<file path="config.mk">
export PLATFORM = sky130hd
export DESIGN_NAME = uart_rx_buffer_flat
export DESIGN_NICKNAME = d
export VERILOG_FILES = /design/src/rtl/uart_pkg.sv /design/src/rtl/uart_rx_buffer_if.sv /design/src/rtl/uart_fifo_mem.sv /design/src/rtl/uart_rx_buffer.sv /design/src/flat_wrapper.sv
export SDC_FILE = /design/constraint.sdc
export NUM_CORES = 1
export LEC_CHECK = 0
export CORE_UTILIZATION = 63
export CTS_CLUSTER_DIAMETER = 30
export DETAILED_ROUTE_END_ITERATION = 6
export GPL_TIMING_DRIVEN = 1
export PLACE_DENSITY = 0.84
export SKIP_LAST_GASP = 1
export SLEW_MARGIN = 15
export SYNTH_ARGS = -nofsm -noshare
export SYNTH_HDL_FRONTEND = slang
export SYNTH_SLANG_ARGS = --single-unit
</file>
<file path="constraint.sdc">
create_clock -name clk -period 4.95 [get_ports clk]
set_clock_uncertainty 0.1 [all_clocks]
set_input_delay 0.99 -clock clk [delete_from_list [all_inputs] [get_ports clk]]
set_output_delay 0.99 -clock clk [all_outputs]
set_load 0.01 [all_outputs]
</file>
<file path="src/rtl/uart_pkg.sv">
// Shared UART definitions: flow-control characters and the flow FSM encoding.
package uart_pkg;

    localparam logic [8:1] XON_CHAR  = 8'o021;
    localparam logic [8:1] XOFF_CHAR = 8'o023;

    typedef enum logic [1:0] {
        FLOW_ON   = 2'd0,
        SEND_XOFF = 2'd1,
        FLOW_OFF  = 2'd2,
        SEND_XON  = 2'd3
    } flow_state_t;

endpackage

</file>
<file path="src/rtl/uart_rx_buffer_if.sv">
// Bus between the UART receiver / terminal decoder / TX arbiter and the RX buffer.
interface uart_rx_buffer_if #(
    parameter int AW = 4
);
    logic        rx_done;
    logic [8:1]  rx_data;
    logic        rd;
    logic [8:1]  rd_data;
    logic        rd_valid;
    logic [AW:0] count;
    logic        overrun;
    logic        overrun_clr;
    logic        fc_req;
    logic [8:1]  fc_char;
    logic        fc_ack;

    modport master (
        output rx_done, rx_data, rd, overrun_clr, fc_ack,
        input  rd_data, rd_valid, count, overrun, fc_req, fc_char
    );

    modport slave (
        input  rx_done, rx_data, rd, overrun_clr, fc_ack,
        output rd_data, rd_valid, count, overrun, fc_req, fc_char
    );
endinterface

</file>
<file path="src/rtl/uart_fifo_mem.sv">
// FIFO storage: synchronous write, combinational (show-ahead) read.
module uart_fifo_mem #(
    parameter int DEPTH = 16,
    parameter int AW    = 4
) (
    input  logic          clk,
    input  logic          we,
    input  logic [AW-1:0] waddr,
    input  logic [8:1]    wdata,
    input  logic [AW-1:0] raddr,
    output logic [8:1]    rdata
);
    logic [8:1] mem [DEPTH];

    // Write port; contents are intentionally never cleared.
    always_ff @(posedge clk) begin
        if (we)
            mem[waddr] <= wdata;
    end

    assign rdata = mem[raddr];
endmodule

</file>
<file path="src/rtl/uart_rx_buffer.sv">
// RX character buffer: edge-detected capture into a FIFO, show-ahead read
// port, sticky overrun flag and XOFF/XON flow-control request FSM.
module uart_rx_buffer
    import uart_pkg::*;
#(
    parameter int DEPTH      = 16,
    parameter int AW         = 4,
    parameter int XOFF_LEVEL = 12,
    parameter int XON_LEVEL  = 4,
    parameter int FLOW       = 1
) (
    input  logic            clk,
    input  logic            reset,
    uart_rx_buffer_if.slave bus
);
    localparam logic [AW:0] FULL_CNT = (AW+1)'(DEPTH);
    localparam logic [AW:0] XOFF_CNT = (AW+1)'(XOFF_LEVEL);
    localparam logic [AW:0] XON_CNT  = (AW+1)'(XON_LEVEL);

    logic          rx_done0;
    logic          cap;
    logic          full;
    logic          rd_ok;
    logic          wr_ok;
    logic          drop;
    logic [AW-1:0] wp;
    logic [AW-1:0] rp;
    logic [AW:0]   count_r;
    logic [AW:0]   count_next;
    logic          rd_valid_r;
    logic          overrun_r;
    flow_state_t   state;
    flow_state_t   state_next;

    // A full FIFO still accepts a character when a pop happens in the same cycle.
    assign cap   = bus.rx_done & ~rx_done0;
    assign full  = (count_r == FULL_CNT);
    assign rd_ok = bus.rd & rd_valid_r;
    assign wr_ok = cap & (~full | rd_ok);
    assign drop  = cap & full & ~rd_ok;

    assign bus.count    = count_r;
    assign bus.rd_valid = rd_valid_r;
    assign bus.overrun  = overrun_r;

    uart_fifo_mem #(
        .DEPTH (DEPTH),
        .AW    (AW)
    ) u_mem (
        .clk   (clk),
        .we    (wr_ok),
        .waddr (wp),
        .wdata (bus.rx_data),
        .raddr (rp),
        .rdata (bus.rd_data)
    );

    // Rising-edge detector; resets high so a level already high is not a character.
    always_ff @(posedge clk) begin
        if (reset)
            rx_done0 <= 1'b1;
        else
            rx_done0 <= bus.rx_done;
    end

    // Occupancy after this cycle's write/read.
    always_comb begin
        count_next = count_r;
        if (wr_ok && !rd_ok)
            count_next = count_r + 1'b1;
        else if (rd_ok && !wr_ok)
            count_next = count_r - 1'b1;
    end

    // Pointers, occupancy and non-empty flag.
    always_ff @(posedge clk) begin
        if (reset) begin
            wp         <= '0;
            rp         <= '0;
            count_r    <= '0;
            rd_valid_r <= 1'b0;
        end else begin
            if (wr_ok)
                wp <= wp + 1'b1;
            if (rd_ok)
                rp <= rp + 1'b1;
            count_r    <= count_next;
            rd_valid_r <= (count_next != '0);
        end
    end

    // Sticky overrun; a new drop beats a simultaneous clear.
    always_ff @(posedge clk) begin
        if (reset)
            overrun_r <= 1'b0;
        else if (drop)
            overrun_r <= 1'b1;
        else if (bus.overrun_clr)
            overrun_r <= 1'b0;
    end

    // Flow FSM state register.
    always_ff @(posedge clk) begin
        if (reset)
            state <= FLOW_ON;
        else
            state <= state_next;
    end

    // Flow FSM transitions on registered count; request is a decode of the state.
    always_comb begin
        state_next  = state;
        bus.fc_req  = 1'b0;
        bus.fc_char = XON_CHAR;
        if (FLOW != 0) begin
            case (state)
                FLOW_ON: begin
                    if (count_r >= XOFF_CNT)
                        state_next = SEND_XOFF;
                end
                SEND_XOFF: begin
                    bus.fc_req  = 1'b1;
                    bus.fc_char = XOFF_CHAR;
                    if (bus.fc_ack)
                        state_next = FLOW_OFF;
                end
                FLOW_OFF: begin
                    bus.fc_char = XOFF_CHAR;
                    if (count_r <= XON_CNT)
                        state_next = SEND_XON;
                end
                SEND_XON: begin
                    bus.fc_req = 1'b1;
                    if (bus.fc_ack)
                        state_next = FLOW_ON;
                end
                default: state_next = FLOW_ON;
            endcase
        end
    end
endmodule
</file>
<file path="src/flat_wrapper.sv">
// flat-port wrapper written by rule: the top's interface ports become plain ports
module uart_rx_buffer_flat import uart_pkg::*;
#(
    parameter int DEPTH      = 16,
    parameter int AW         = 4,
    parameter int XOFF_LEVEL = 12,
    parameter int XON_LEVEL  = 4,
    parameter int FLOW       = 1
)
  (clk, reset, bus_rx_done, bus_rx_data, bus_rd, bus_overrun_clr, bus_fc_ack, bus_rd_data, bus_rd_valid, bus_count, bus_overrun, bus_fc_req, bus_fc_char);
  uart_rx_buffer_if #(.AW(AW)) bus_i ();
  input  logic clk;
  input  logic reset;
  input wire logic [$bits(bus_i.rx_done)-1:0] bus_rx_done;
  input wire logic [$bits(bus_i.rx_data)-1:0] bus_rx_data;
  input wire logic [$bits(bus_i.rd)-1:0] bus_rd;
  input wire logic [$bits(bus_i.overrun_clr)-1:0] bus_overrun_clr;
  input wire logic [$bits(bus_i.fc_ack)-1:0] bus_fc_ack;
  output wire logic [$bits(bus_i.rd_data)-1:0] bus_rd_data;
  output wire logic [$bits(bus_i.rd_valid)-1:0] bus_rd_valid;
  output wire logic [$bits(bus_i.count)-1:0] bus_count;
  output wire logic [$bits(bus_i.overrun)-1:0] bus_overrun;
  output wire logic [$bits(bus_i.fc_req)-1:0] bus_fc_req;
  output wire logic [$bits(bus_i.fc_char)-1:0] bus_fc_char;
  assign bus_i.rx_done = bus_rx_done;
  assign bus_i.rx_data = bus_rx_data;
  assign bus_i.rd = bus_rd;
  assign bus_i.overrun_clr = bus_overrun_clr;
  assign bus_i.fc_ack = bus_fc_ack;
  assign bus_rd_data = bus_i.rd_data;
  assign bus_rd_valid = bus_i.rd_valid;
  assign bus_count = bus_i.count;
  assign bus_overrun = bus_i.overrun;
  assign bus_fc_req = bus_i.fc_req;
  assign bus_fc_char = bus_i.fc_char;
  uart_rx_buffer #(.DEPTH(DEPTH), .AW(AW), .XOFF_LEVEL(XOFF_LEVEL), .XON_LEVEL(XON_LEVEL), .FLOW(FLOW)) u_core (.clk(clk), .reset(reset), .bus(bus_i));
endmodule
</file>
Word-level counts from Yosys, hierarchy flattened. Memory sizes are Yosys's and may differ from the RTL's. A register that Yosys moved wholly into a read port is not among the register bits. Index checks and enable logic that the tools add are counted.

Flip-flop bits (word level): 18. Memory bits (writable): 128. Output and inout bits: 24. Logic and storage cells: 56. Memories kept: 1.

Memory list: u_core.u_mem.mem (depth 16, bits a word 8, read ports 1, clocked after memory_dff 1, write ports 1, RTL line uart_fifo_mem.sv:13) `logic [8:1] mem [DEPTH];`.

Equal/unequal tests: 8. Reductions and logical operators: 10. Add/subtract/negate cells: 4. Bitwise logic cells: 9. Order comparisons: 2. Muxes and demuxes: 15.

Operators with widths (count): 2-to-1 mux 2 bit (5); 2-to-1 mux 5 bit (2); adder 4 x 1 -> 4 bit, second input constant (2); 2-to-1 mux 4 bit (2); one-hot mux 2 bit (4 select lines) (1); adder 5 x 1 -> 5 bit, second input constant (1); bitwise AND 1 bit (5); equality test 5 bit, second input constant (1); >= comparator 5 x 4 -> 1 bit, second input constant (1); less-or-equal comparator 5 x 3 -> 1 bit, second input constant (1); 2-to-1 mux 1 bit (5); nonzero test 5 bit (1); subtractor 5 x 1 -> 5 bit, second input constant (1); equality test 2 bit, second input constant (2); inequality test 2 x 1 -> 1 bit, second input constant (2); inequality test 2 bit, second input constant (2); AND reduction 4 bit (1); OR reduction 2 bit (2); NOT 1 bit (3); equality test 2 x 1 -> 1 bit, second input constant (1); logical AND 1 bit (2); zero test 1 bit (2); zero test 2 bit (1); nonzero test 2 bit (1); OR 1 bit (1).

Longest topological paths before layout.
Word-level depth: 9. Depth in mapped cells: 7. Gate-level depth less buffers: 7.

Cells and area by module. From an unflattened synthesis, not the netlist that was laid out.

Cells, all modules: 339. Area, all modules: 6069.6 µm².

Modules (own cells, without submodules): uart_fifo_mem (sequential area each 3843.7 µm², area an instance 4987.3 µm², times used 1, cells each 221); uart_rx_buffer (sequential area each 360.3 µm², area an instance 1082.3 µm², times used 1, cells each 118).

Worst setup path after synthesis. No wires, ideal clock.

Kind: register to output. From: reg with a tool-made name. To: out bus_rd_data[0]. Arrival: 1.591 ns. Setup slack: 2.269 ns. Stages on the path, launching flop included: 5. Cell sequence: dfxtp_1 -> buf_6 -> buf_8 -> mux4_1 -> mux4_2.

RTL lines: end, declared (RTL line flat_wrapper.sv:19) `output wire logic [$bits(bus_i.rd_data)-1:0] bus_rd_data;`.

==> impl_metrics.prom <==
# TYPE chip_impl_metric gauge
chip_impl_info{name="yosysTopAreaCell",value="edfxtp_1"} 1
chip_impl_metric{name="layout.core_utilization",unit=""} 0.758
chip_impl_metric{name="via_count",unit=""} 3115
chip_impl_metric{name="antenna_found_initial",unit=""} 0
chip_impl_info{name="tritoncts",value="done"} 1
chip_impl_metric{name="grt_overflow",unit=""} 0
chip_impl_info{name="run_status",value="finished, final reports clean"} 1
chip_impl_info{name="rsz0062_at_grt",value="no"} 1
chip_impl_metric{name="max-slew-margin-rel",unit=""} 0.372
chip_impl_info{name="min_path_type",value="reg -> reg"} 1
chip_impl_metric{name="die_width",unit="µm"} 101
chip_impl_metric{name="floorplan.die.height",unit="µm"} 101
chip_impl_metric{name="n_antenna_cell",unit=""} 0
chip_impl_metric{name="max-clock-path-buffers",unit=""} 2
chip_impl_metric{name="io_buffer_count",unit=""} 30
chip_impl_info{name="path_class",value="reg -> out"} 1
chip_impl_metric{name="remaining_drcs",unit=""} 0
chip_impl_metric{name="postSynth.asyncResetShare",unit=""} 0
chip_impl_metric{name="finalHoldViolCount",unit=""} 0
chip_impl_metric{name="worst_slew_pin_slew",unit="ns"} 0.938
chip_impl_metric{name="p_leak",unit="nW"} 2.37
chip_impl_metric{name="ant_nets",unit=""} 0
chip_impl_metric{name="post_drt_wl_per_cell",unit="µm"} 23.1
chip_impl_metric{name="worstSkewPairLatency",unit="ns"} 0.52
chip_impl_metric{name="netlist_instances",unit=""} 332
chip_impl_metric{name="yosys_warnings",unit=""} 0
chip_impl_metric{name="floorplan.die_area",unit="mm²"} 0.0102
chip_impl_metric{name="timing.max_cap.violations",unit=""} 0
chip_impl_metric{name="post-place-cells",unit=""} 482
chip_impl_metric{name="post_synth_instance_area",unit="mm²"} 0.00619
chip_impl_metric{name="totalPowerFinal",unit="mW"} 3.12
chip_impl_metric{name="setup_tns_after_final_layout",unit="ns"} 0
chip_impl_metric{name="fill_cells",unit=""} 546
chip_impl_metric{name="ys_seq_area_frac",unit=""} 0.692
chip_impl_metric{name="placeableCoreArea",unit="mm²"} 0.00937
chip_impl_metric{name="finalWeightedCongestion",unit=""} 0.778
chip_impl_metric{name="cts.repair_timing.setup_buffer_count",unit=""} 0
chip_impl_metric{name="dp_hpwl",unit="mm"} 6.93
chip_impl_metric{name="vdd_drop_max",unit="V"} 0.000290
chip_impl_metric{name="critical_path_required",unit="ns"} 3.86
chip_impl_metric{name="routed_via_density",unit=""} 6.06
chip_impl_metric{name="finish.net_count",unit=""} 399
chip_impl_info{name="layout.cells.most_common",value="edfxtp_1"} 1
chip_impl_metric{name="worst-path-max-fanout",unit=""} 14
chip_impl_metric{name="layout-drive-gt1-share",unit=""} 0.153
chip_impl_metric{name="layout_min_cycle_time",unit="ns"} 4.09
chip_impl_metric{name="grt_pass1_vias",unit=""} 3146
chip_impl_metric{name="finalSetupViolations",unit=""} 0
chip_impl_metric{name="post_synth_edffs",unit=""} 128
chip_impl_metric{name="h-tree-depth",unit=""} 4
chip_impl_info{name="synth_flop_cell",value="edfxtp_1"} 1
chip_impl_metric{name="worst_ep_arrival_time",unit="ns"} 3.00
chip_impl_metric{name="synth_cell_types",unit=""} 43
chip_impl_metric{name="number_of_instances_resized_during_post_cts_repair",unit=""} 0
chip_impl_metric{name="finish.instance_area",unit="mm²"} 0.00710
chip_impl_metric{name="slew_viol_final",unit=""} 0
chip_impl_metric{name="global_route_wire_length_before_repair",unit="mm"} 18.0
chip_impl_metric{name="initial_standard_cell_utilization_of_the_core",unit=""} 0.661
chip_impl_metric{name="timing_limited_maximum_frequency",unit="MHz"} 245
chip_impl_metric{name="period_share",unit=""} 0.826
chip_impl_metric{name="final_cells",unit=""} 514
chip_impl_metric{name="detailed_place.area",unit="mm²"} 0.00657
chip_impl_metric{name="synth_seq_cells",unit=""} 150
chip_impl_info{name="synth.top_cells.by_area",value="edfxtp_1, mux4_1, dfxtp_1"} 1
chip_impl_metric{name="num_rows",unit=""} 35
chip_impl_info{name="cp-start-kind",value="flop"} 1
chip_impl_metric{name="drt_pre_antenna_iters",unit=""} 5
chip_impl_metric{name="clk_pin_slew_worst_paths",unit="ns"} 0.07
chip_impl_info{name="end_kind",value="output port"} 1
chip_impl_info{name="most_frequent_cells_in_the_layout",value="edfxtp_1, clkdlybuf4s50_1, nor2_1"} 1
chip_impl_metric{name="finalWirelength",unit="mm"} 11.9
chip_impl_metric{name="top_level_ports",unit=""} 38
chip_impl_metric{name="syn_avg_cell_area",unit="µm²"} 18.6
chip_impl_metric{name="drt_iter0_markers",unit=""} 269
chip_impl_info{name="clockRootBuffer",value="clkbuf_8"} 1
chip_impl_metric{name="areaGrowthSynthToFinish",unit="%"} 14.8
chip_impl_metric{name="postCtsHoldBufs",unit=""} 0
chip_impl_metric{name="globalRouteTotalUtil",unit=""} 0.259
chip_impl_metric{name="netlist.area_leader.share",unit=""} 0.621
chip_impl_metric{name="grt_start_max_net_pins",unit=""} 33
chip_impl_metric{name="cts_buffers",unit=""} 17
chip_impl_metric{name="tritoncts_num_sinks",unit=""} 150
chip_impl_metric{name="power_density_over_the_cells",unit="mW/mm²"} 439
==> sequential cells by signal (all words and copies together), names as in the netlist, named ones only <==
| register | count |
|---|---|
| u_core.state | 2 |
| u_core.bus.overrun | 1 |
| u_core.wp | 4 |
| u_core.rp | 4 |
| u_core.bus.rd_valid | 1 |
| u_core.u_mem.mem | 128 |
| u_core.bus.count | 5 |
| u_core.rx_done0 | 1 |
==> Yosys cell counts, types with 2 or more instances <==
library cell	n
buf_8	2
xnor2_1	3
nand2_1	7
mux4_2	16
buf_1	5
ha_1	13
nand4_1	2
clkbuf_1	3
a221oi_1	2
mux4_1	24
dfxtp_1	22
nor2_1	28
a211oi_1	2
mux2i_1	2
o21ai_1	2
and2_1	9
and3_1	2
a21oi_1	6
buf_4	8
xor2_1	6
edfxtp_1	128
nor3_1	5
nor2b_1	2
conb_1	2
inv_1	13
==> path summary, 6_finish.rpt <==
check	endpoint	from	cells past startpoint	slack, ns
max	bus_rd_data[6]	flop	4	0.86
min	flop	u_core.rp[1]	2	0.42
max reg2reg	u_core.u_mem.mem[2][3]	u_core.bus.count[1]	6	2.04
min reg2reg	flop	u_core.rp[1]	2	0.42
==> kinds of logic after synthesis <==
logic type,share of synthesized area
other,0.00121
buffers and inverters,0.0331
AO/OA/AOI/OAI,0.0208
multiplexers,0.163
XOR/XNOR,0.0127
flip-flops,0.692
AND/OR/NAND/NOR,0.0505
adder cells (fa/ha/maj),0.0263
==> cell type report <==
cell class	count	area, µm²	share of cell area
clock buffer	17	414	0.0583
clock inverter	15	121	0.0171
inverter	13	48.8	0.00687
multi-input combinational	153	1720	0.242
sequential	150	4290	0.603
tap	129	161	0.0227
timing repair buffer	37	353	0.0497
==> per-stage QoR <==
stage | hold slack (ns) | setup slack [ns]
after floorplan | 0.368 | 2.27
after global placement | 0.384 | 1.49
after detailed placement | 0.398 | 1.45
after CTS | 0.429 | 0.832
after global routing | 0.445 | 0.750
final | 0.419 | 0.864
==> worst max-delay path: stages (launching register included) <==
cell	delay [ns]
dfxtp_2	0.49
buf_4	0.33
mux4_1	0.63
mux4_2	0.50
clkdlybuf4s50_1	0.50
==> metal layers <==
layer	up-vias	track usage	share of wire
met5	-	0	0
met4	0	0.100	0.022
met3	20	0.0635	0.062
met2	152	0.421	0.51
met1	1558	0.344	0.41
li1	1385	-	-
==> power by group <==
group	internal (mW)	leakage, nW	switching [mW]
clock network	0.626	0.255	0.530
logic	0.275	0.787	0.235
registers	1.41	1.33	0.0454
total	2.31	2.37	0.811
Note: power is estimated with default switching activity, not from simulation.
